===== src/rtl/stateful_cfg_arbiter_if.sv =====
// stateful_cfg_arbiter_if: packet stream and control-plane config port bundle for stateful_cfg_arbiter.
interface stateful_cfg_arbiter_if #(
    parameter int IDX_W = 4
);
    logic             pkt_vld_in;
    logic [511:0]     pkt_data_in;
    logic             pkt_vld_out;
    logic [511:0]     pkt_data_out;
    logic [15:0]      action_out;
    logic [7:0]       state_out;
    logic             cfg_req;
    logic             cfg_wr;
    logic [IDX_W-1:0] cfg_addr;
    logic [31:0]      cfg_wdata;
    logic             cfg_ack;
    logic [31:0]      cfg_rdata;
    modport master (
        output pkt_vld_in, pkt_data_in, cfg_req, cfg_wr, cfg_addr, cfg_wdata,
        input  pkt_vld_out, pkt_data_out, action_out, state_out, cfg_ack, cfg_rdata
    );
    modport slave (
        input  pkt_vld_in, pkt_data_in, cfg_req, cfg_wr, cfg_addr, cfg_wdata,
        output pkt_vld_out, pkt_data_out, action_out, state_out, cfg_ack, cfg_rdata
    );
endinterface


===== src/rtl/stateful_cfg_arbiter.sv =====
// stateful_cfg_arbiter: per-flow state table shared by a 2-stage packet read-modify-write pipeline
// and a bubble-only config port. Option macro STATEFUL_CFG_CLR_ON_RD_EN makes config reads clear state.
module stateful_cfg_arbiter #(
    parameter int IDX_W   = 4,
    parameter int KEY_LSB = 0
) (
    input logic                   clk,
    input logic                   reset,
    stateful_cfg_arbiter_if.slave bus
);
    localparam int DEPTH = 2 ** IDX_W;
    typedef enum logic [1:0] {IDLE, WAIT, ACCESS, ACK} state_e;
    state_e           st_q, st_d;
    logic             skip_q, skip_d;
    logic             cfg_wr_q, cfg_wr_d;
    logic [IDX_W-1:0] cfg_addr_q, cfg_addr_d;
    logic [31:0]      cfg_wdata_q, cfg_wdata_d;
    logic [31:0]      cfg_rdata_q, cfg_rdata_d;
    logic [31:0]      tbl_q [DEPTH];
    logic [31:0]      tbl_d [DEPTH];
    logic             s0_vld_q, s0_vld_d;
    logic [511:0]     s0_data_q, s0_data_d;
    logic [IDX_W-1:0] s0_idx_q, s0_idx_d;
    logic [31:0]      s0_ent_q, s0_ent_d;
    logic             vld_out_q, vld_out_d;
    logic [511:0]     data_out_q, data_out_d;
    logic [15:0]      act_out_q, act_out_d;
    logic [7:0]       st_out_q, st_out_d;
    logic [7:0]       new_state;
    logic [IDX_W-1:0] pkt_idx;
    logic             slot_free;
    always_comb begin
        new_state = (s0_ent_q[31:24] == 8'hFF) ? 8'hFF : s0_ent_q[31:24] + 8'd1;
        pkt_idx   = bus.pkt_data_in[KEY_LSB +: IDX_W];
        slot_free = !bus.pkt_vld_in && !s0_vld_q;
        tbl_d     = tbl_q;
        if (s0_vld_q)
            tbl_d[s0_idx_q] = {new_state, s0_ent_q[23:0]};
        if (st_q == ACCESS && cfg_wr_q)
            tbl_d[cfg_addr_q] = cfg_wdata_q;
`ifdef STATEFUL_CFG_CLR_ON_RD_EN
        if (st_q == ACCESS && !cfg_wr_q)
            tbl_d[cfg_addr_q] = {8'h00, tbl_q[cfg_addr_q][23:0]};
`endif
        // S0 reads the post-write table so same-cycle write-backs and config accesses are forwarded
        s0_vld_d    = bus.pkt_vld_in;
        s0_data_d   = bus.pkt_data_in;
        s0_idx_d    = pkt_idx;
        s0_ent_d    = tbl_d[pkt_idx];
        vld_out_d   = s0_vld_q;
        data_out_d  = s0_vld_q ? s0_data_q : '0;
        act_out_d   = (s0_vld_q && new_state >= s0_ent_q[23:16]) ? s0_ent_q[15:0] : '0;
        st_out_d    = s0_vld_q ? new_state : '0;
        st_d        = st_q;
        skip_d      = (st_q == ACK);
        cfg_wr_d    = cfg_wr_q;
        cfg_addr_d  = cfg_addr_q;
        cfg_wdata_d = cfg_wdata_q;
        cfg_rdata_d = (st_q == ACCESS && !cfg_wr_q) ? tbl_q[cfg_addr_q] : cfg_rdata_q;
        unique case (st_q)
            IDLE: begin
                if (bus.cfg_req && !skip_q) begin
                    st_d        = WAIT;
                    cfg_wr_d    = bus.cfg_wr;
                    cfg_addr_d  = bus.cfg_addr;
                    cfg_wdata_d = bus.cfg_wdata;
                end
            end
            WAIT:    st_d = slot_free ? ACCESS : WAIT;
            ACCESS:  st_d = ACK;
            default: st_d = IDLE;
        endcase
    end
    always_ff @(posedge clk or negedge reset) begin
        if (!reset) begin
            st_q        <= IDLE;
            skip_q      <= 1'b0;
            cfg_wr_q    <= 1'b0;
            cfg_addr_q  <= '0;
            cfg_wdata_q <= '0;
            cfg_rdata_q <= '0;
            for (int i = 0; i < DEPTH; i++) tbl_q[i] <= '0;
            s0_vld_q    <= 1'b0;
            s0_data_q   <= '0;
            s0_idx_q    <= '0;
            s0_ent_q    <= '0;
            vld_out_q   <= 1'b0;
            data_out_q  <= '0;
            act_out_q   <= '0;
            st_out_q    <= '0;
        end else begin
            st_q        <= st_d;
            skip_q      <= skip_d;
            cfg_wr_q    <= cfg_wr_d;
            cfg_addr_q  <= cfg_addr_d;
            cfg_wdata_q <= cfg_wdata_d;
            cfg_rdata_q <= cfg_rdata_d;
            tbl_q       <= tbl_d;
            s0_vld_q    <= s0_vld_d;
            s0_data_q   <= s0_data_d;
            s0_idx_q    <= s0_idx_d;
            s0_ent_q    <= s0_ent_d;
            vld_out_q   <= vld_out_d;
            data_out_q  <= data_out_d;
            act_out_q   <= act_out_d;
            st_out_q    <= st_out_d;
        end
    end
    assign bus.pkt_vld_out  = vld_out_q;
    assign bus.pkt_data_out = data_out_q;
    assign bus.action_out   = act_out_q;
    assign bus.state_out    = st_out_q;
    assign bus.cfg_ack      = (st_q == ACK);
    assign bus.cfg_rdata    = cfg_rdata_q;
endmodule


===== src/flat_wrapper.sv =====
// flat-port wrapper written by rule: the top's interface ports become plain ports
module stateful_cfg_arbiter_flat 
#(
    parameter int IDX_W   = 4,
    parameter int KEY_LSB = 0
)
  (clk, reset, bus_pkt_vld_in, bus_pkt_data_in, bus_cfg_req, bus_cfg_wr, bus_cfg_addr, bus_cfg_wdata, bus_pkt_vld_out, bus_pkt_data_out, bus_action_out, bus_state_out, bus_cfg_ack, bus_cfg_rdata);
  stateful_cfg_arbiter_if #(.IDX_W(IDX_W)) bus_i ();
  input logic clk;
  input logic reset;
  input wire logic [$bits(bus_i.pkt_vld_in)-1:0] bus_pkt_vld_in;
  input wire logic [$bits(bus_i.pkt_data_in)-1:0] bus_pkt_data_in;
  input wire logic [$bits(bus_i.cfg_req)-1:0] bus_cfg_req;
  input wire logic [$bits(bus_i.cfg_wr)-1:0] bus_cfg_wr;
  input wire logic [$bits(bus_i.cfg_addr)-1:0] bus_cfg_addr;
  input wire logic [$bits(bus_i.cfg_wdata)-1:0] bus_cfg_wdata;
  output wire logic [$bits(bus_i.pkt_vld_out)-1:0] bus_pkt_vld_out;
  output wire logic [$bits(bus_i.pkt_data_out)-1:0] bus_pkt_data_out;
  output wire logic [$bits(bus_i.action_out)-1:0] bus_action_out;
  output wire logic [$bits(bus_i.state_out)-1:0] bus_state_out;
  output wire logic [$bits(bus_i.cfg_ack)-1:0] bus_cfg_ack;
  output wire logic [$bits(bus_i.cfg_rdata)-1:0] bus_cfg_rdata;
  assign bus_i.pkt_vld_in = bus_pkt_vld_in;
  assign bus_i.pkt_data_in = bus_pkt_data_in;
  assign bus_i.cfg_req = bus_cfg_req;
  assign bus_i.cfg_wr = bus_cfg_wr;
  assign bus_i.cfg_addr = bus_cfg_addr;
  assign bus_i.cfg_wdata = bus_cfg_wdata;
  assign bus_pkt_vld_out = bus_i.pkt_vld_out;
  assign bus_pkt_data_out = bus_i.pkt_data_out;
  assign bus_action_out = bus_i.action_out;
  assign bus_state_out = bus_i.state_out;
  assign bus_cfg_ack = bus_i.cfg_ack;
  assign bus_cfg_rdata = bus_i.cfg_rdata;
  stateful_cfg_arbiter #(.IDX_W(IDX_W), .KEY_LSB(KEY_LSB)) u_core (.clk(clk), .reset(reset), .bus(bus_i));
endmodule

===== config.mk =====
export PLATFORM = sky130hd
export DESIGN_NAME = stateful_cfg_arbiter_flat
export DESIGN_NICKNAME = d
export VERILOG_FILES = /design/src/rtl/stateful_cfg_arbiter_if.sv /design/src/rtl/stateful_cfg_arbiter.sv /design/src/flat_wrapper.sv
export SDC_FILE = /design/constraint.sdc
export NUM_CORES = 2
export LEC_CHECK = 0
export CORE_AREA = 2 2 436 438
export CTS_CLUSTER_DIAMETER = 200
export DETAILED_ROUTE_END_ITERATION = 10
export DIE_AREA = 0 0 438 440
export HOLD_SLACK_MARGIN = 0.06
export MAX_ROUTING_LAYER = met4
export PLACE_DENSITY = 0.66
export SLEW_MARGIN = 10
export SYNTH_ARGS = -nofsm -noshare
export SYNTH_HDL_FRONTEND = slang
export SYNTH_SLANG_ARGS = --single-unit
export TNS_END_PERCENT = 20

===== constraint.sdc =====
create_clock -name clk -period 4.63 [get_ports clk]
set_clock_uncertainty 0.1 [all_clocks]
set_input_delay 0.926 -clock clk [delete_from_list [all_inputs] [get_ports clk]]
set_output_delay 0.926 -clock clk [all_outputs]
set_load 0.02 [all_outputs]

==> flow_summary.yaml <==
global_routing:
  grt_pass1_wl_mm: 422
  antenna_found_initial: 138
  grt_usage_pct: 32.9
  grt_overflow: 0
  grt_max_degree: 201
  grt_pass1_vias: 48400
clock_network:
  clockBufferDepth: 3
  cts_tree: "built"
  clock_latency_ns: 0.85
  clk_pin_slew_worst_paths_ns: 0.06
  cts_resized: 0
  root_buffer: "clkbuf_16"
  clock_sinks: 1666
  htree_num_levels: 4
  holdBufCountCts: 1
  cts_buffers: 185
  cts_setup_buffers: 0
placed_design:
  place_inst: 8540
  place_hpwl_mm: 236
  portBuffers: 1122
  place_congestion: 1.05
  place_area_mm2: 0.0804
power:
  p_leak_nw: 38.6
  powerDensity_mw_per_mm2: 537
  p_comb_share_pct: 23.6
  intPower_mw: 31.9
  p_sw_share_pct: 32.1
  power.share.clock_pct: 34.7
  power_switching_mw: 15.1
  peakVddDrop_v: 0.000378
  seqPwrFrac_pct: 41.8
routing:
  routed_wl_mm: 312
  vias: 48900
  routed_via_density: 5.44
  wl_per_cell_um: 34.7
  drc: 0
  drt_pass1_iterations: 9
  dr.first_iter.drc_count: 6313
  ant_nets: 0
timing:
  worst_pin_slew_ns: 1.09
  finalHoldViolCount: 0
  maxSlewHeadroom_pct: 27.5
  setup_violations: 0
  period_minus_slack_ns: 3.71
  final_max_slew_viol_count: 0
  max_freq_ghz: 0.270
  rsz0062_at_grt: "false"
  timing.setup.tns_ns: 0
  finalCritPeriodShare_pct: 80.1
worst_hold_path:
  holdCritStartpoint: "bus_pkt_data_in[0]"
  min_path_cells: 1
  hold_path_end: "u_core.s0_data_q[0]"
  hold_class: "input pin to flip-flop"
setup_path:
  critPathMostFrequentCell: "a21o_1"
  reg2regPathDepth: 14
  worstPathRequired_ns: 5.21
  cp-start-kind: "flip-flop"
  cp_num_buf_inv: 2
  crit_path_max_incr_delay_ns: 0.39
  ff2ff_setup_slack_ns: 0.92
  critPathKind: "flip-flop to flip-flop"
  critical-path-top-delay-family: "compound AO/OA/AOI/OAI gates"
  r2r_start: "u_core.s0_ent_q[24]"
  arrival_ns: 4.29
  cp_cell_sequence: "buf_4, ha_1, nand4_1, nor2_1, nor2b_1, ha_1, nand2b_1, a21o_1, a21o_1, a21o_1, a21o_1, a2111oi_2, buf_4, nor3_1"
  cp_slowest_cell: "a2111oi_2"
  path_max_fanout: 16
  r2r-end: "u_core.bus.action_out[3]"
  cp-end-kind: "flip-flop"
die:
  ios: 1123
  die_y_um: 440
  die_x_um: 438
  die_area_mm2: 0.193
  initial_core_util_pct: 34.8
  core_mm2: 0.189
  rows: 160
finish:
  nFillCells: 17000
  multiInputGateArea_mm2: 0.0221
  stdcell_count: 8982
  fin_area_mm2: 0.0875
  area_growth_pct: 33.3
  layout.area.seq_mm2: 0.0417
  drive_gt1_share_pct: 14.2
  num-nets-final: 6779
flow_run:
  max-cap-violations: 0
synthesis:
  synth_warnings: 0
  ys.flop_type: "dfrtp_1"
  mappedNetlistNets: 5691
  ys_seq_area_share_pct: 63.5
  syn_inst: 5129
  yosys.cell_types.count: 79
  syn_area_per_cell_um2: 12.8
  synth_edf_count: 0
  syn_area_mm2: 0.0656
  async_reset_ff_share_pct: 100
  ys_ff_latch: 1666
outcome:
  status: "completed"
-- state kept, by name, summed over array words and instances (netlist names), 2 cells and up --
signal                   count
u_core.bus.pkt_data_out    512
u_core.bus.state_out         8
u_core.cfg_wdata_q          32
u_core.s0_ent_q             32
u_core.bus.action_out       16
u_core.st_q                  2
u_core.s0_data_q           512
u_core.bus.cfg_rdata        32
u_core.tbl_q               512
u_core.cfg_addr_q            4
-- layout by cell type, fill, tap and decap left out, types with 22 or more instances in the layout --
master,synthesis,final
buf_12,0,37
buf_4,12,192
a31oi_1,22,22
o21ai_1,38,37
a22o_1,39,39
a21oi_1,190,190
o22ai_1,36,36
nor3_1,95,93
diode_2,0,101
o21ai_0,376,376
mux4_2,201,201
dfrtp_1,1666,1662
bufinv_16,0,28
mux2i_1,292,292
nand2_1,467,463
nor2_1,137,128
clkinv_2,0,22
o211ai_1,35,35
clkbuf_1,329,28
nand3_1,32,32
and2_1,533,528
clkdlybuf4s50_1,0,1119
mux2_2,68,68
a22oi_1,125,125
o21a_1,27,27
clkbuf_8,0,52
clkbuf_16,0,186
-- power by group through the flow --
stage / Combinational, mW / Sequential [mW] / Clock, mW
6_report: 11.1 / 19.6 / 16.3
2_1_floorplan: 6.95 / 18.5 / 0
5_1_grt: 11.6 / 19.8 / 17.1
3_3_place_gp: 10.8 / 19.6 / 0
3_5_place_dp: 11.0 / 19.7 / 0
4_1_cts: 11.0 / 19.5 / 16.5
-- worst max path at each step --
stage                        start                         to  slack, ns  cells past startpoint
6_report       u_core.s0_ent_q[24]   u_core.bus.action_out[3]       0.92                     14
5_1_grt        u_core.s0_ent_q[24]   u_core.bus.action_out[3]       0.77                     14
4_1_cts        u_core.s0_ent_q[24]   u_core.bus.action_out[3]       1.01                     14
3_5_place_dp   u_core.s0_ent_q[24]   u_core.bus.action_out[7]       1.03                     14
3_3_place_gp   u_core.s0_ent_q[24]  u_core.bus.action_out[14]       0.99                     14
2_1_floorplan  u_core.s0_ent_q[25]  u_core.bus.action_out[10]       1.07                     12
-- logic make-up after synthesis --
logic type | synth area share [%]
flops | 63.5
buf+inv | 3.03
mux | 12.5
xor+xnor | 0.0134
fa+ha+maj | 0.172
compound gates | 9.73
simple gates | 11.0
-- per-stage QoR --
step | setup WS, ns | power (mW) | hold WS (ns) | utilization (%)
after floorplan | 1.07 | 25.4 | 0.319 | -
after global placement | 0.995 | 30.4 | 0.335 | 42.6
after detailed placement | 1.03 | 30.7 | 0.339 | 42.6
after CTS | 1.01 | 47.0 | 0.267 | 46.2
after global routing | 0.769 | 48.6 | 0.301 | 46.3
final | 0.920 | 46.9 | 0.333 | 46.4
-- synth_stat cells, drive strengths merged (35+ instances only) --
library cell | n | share of area (%)
dfrtp | 1666 | 64
and2 | 534 | 5.1
nand2 | 488 | 2.9
o21ai | 425 | 3.3
clkbuf | 329 | 1.9
mux2i | 292 | 4.5
mux4 | 201 | 6.9
a21oi | 190 | 1.4
nor2 | 138 | 0.79
a22oi | 125 | 1.4
buf | 121 | 1.0
nor3 | 98 | 0.77
mux2 | 68 | 1.2
a22o | 39 | 0.52
o22ai | 36 | 0.34
o211ai | 35 | 0.40
-- area by class of cell --
| type | instances | area share (%) |
|---|---|---|
| sequential | 1666 | 47.7 |
| multi-input combinational | 2993 | 25.2 |
| timing repair buffer | 1351 | 15.3 |
| clock buffer | 266 | 6.26 |
| tap | 2511 | 3.59 |
| clock inverter | 74 | 1.52 |
| antenna | 101 | 0.289 |
| inverter | 20 | 0.0858 |
-- worst register-to-register path, stage by stage (launching register included) --
cell and delay [ns]:
dfrtp_1 0.32, buf_4 0.17, ha_1 0.25, nand4_1 0.37, nor2_1 0.24, nor2b_1 0.09
ha_1 0.28, nand2b_1 0.16, a21o_1 0.18, a21o_1 0.17, a21o_1 0.18, a21o_1 0.20
a2111oi_2 0.39, buf_4 0.31, nor3_1 0.12
-- layer usage --
layer	GRT usage, %	wire length (µm)	vias to the layer above
met5	-	0	-
met4	9.27	10100	0
met2	50.4	144000	2930
li1	-	-	20300
met1	43.4	128000	25200
met3	8.18	29200	464
Power figures use the tool's default switching activity.
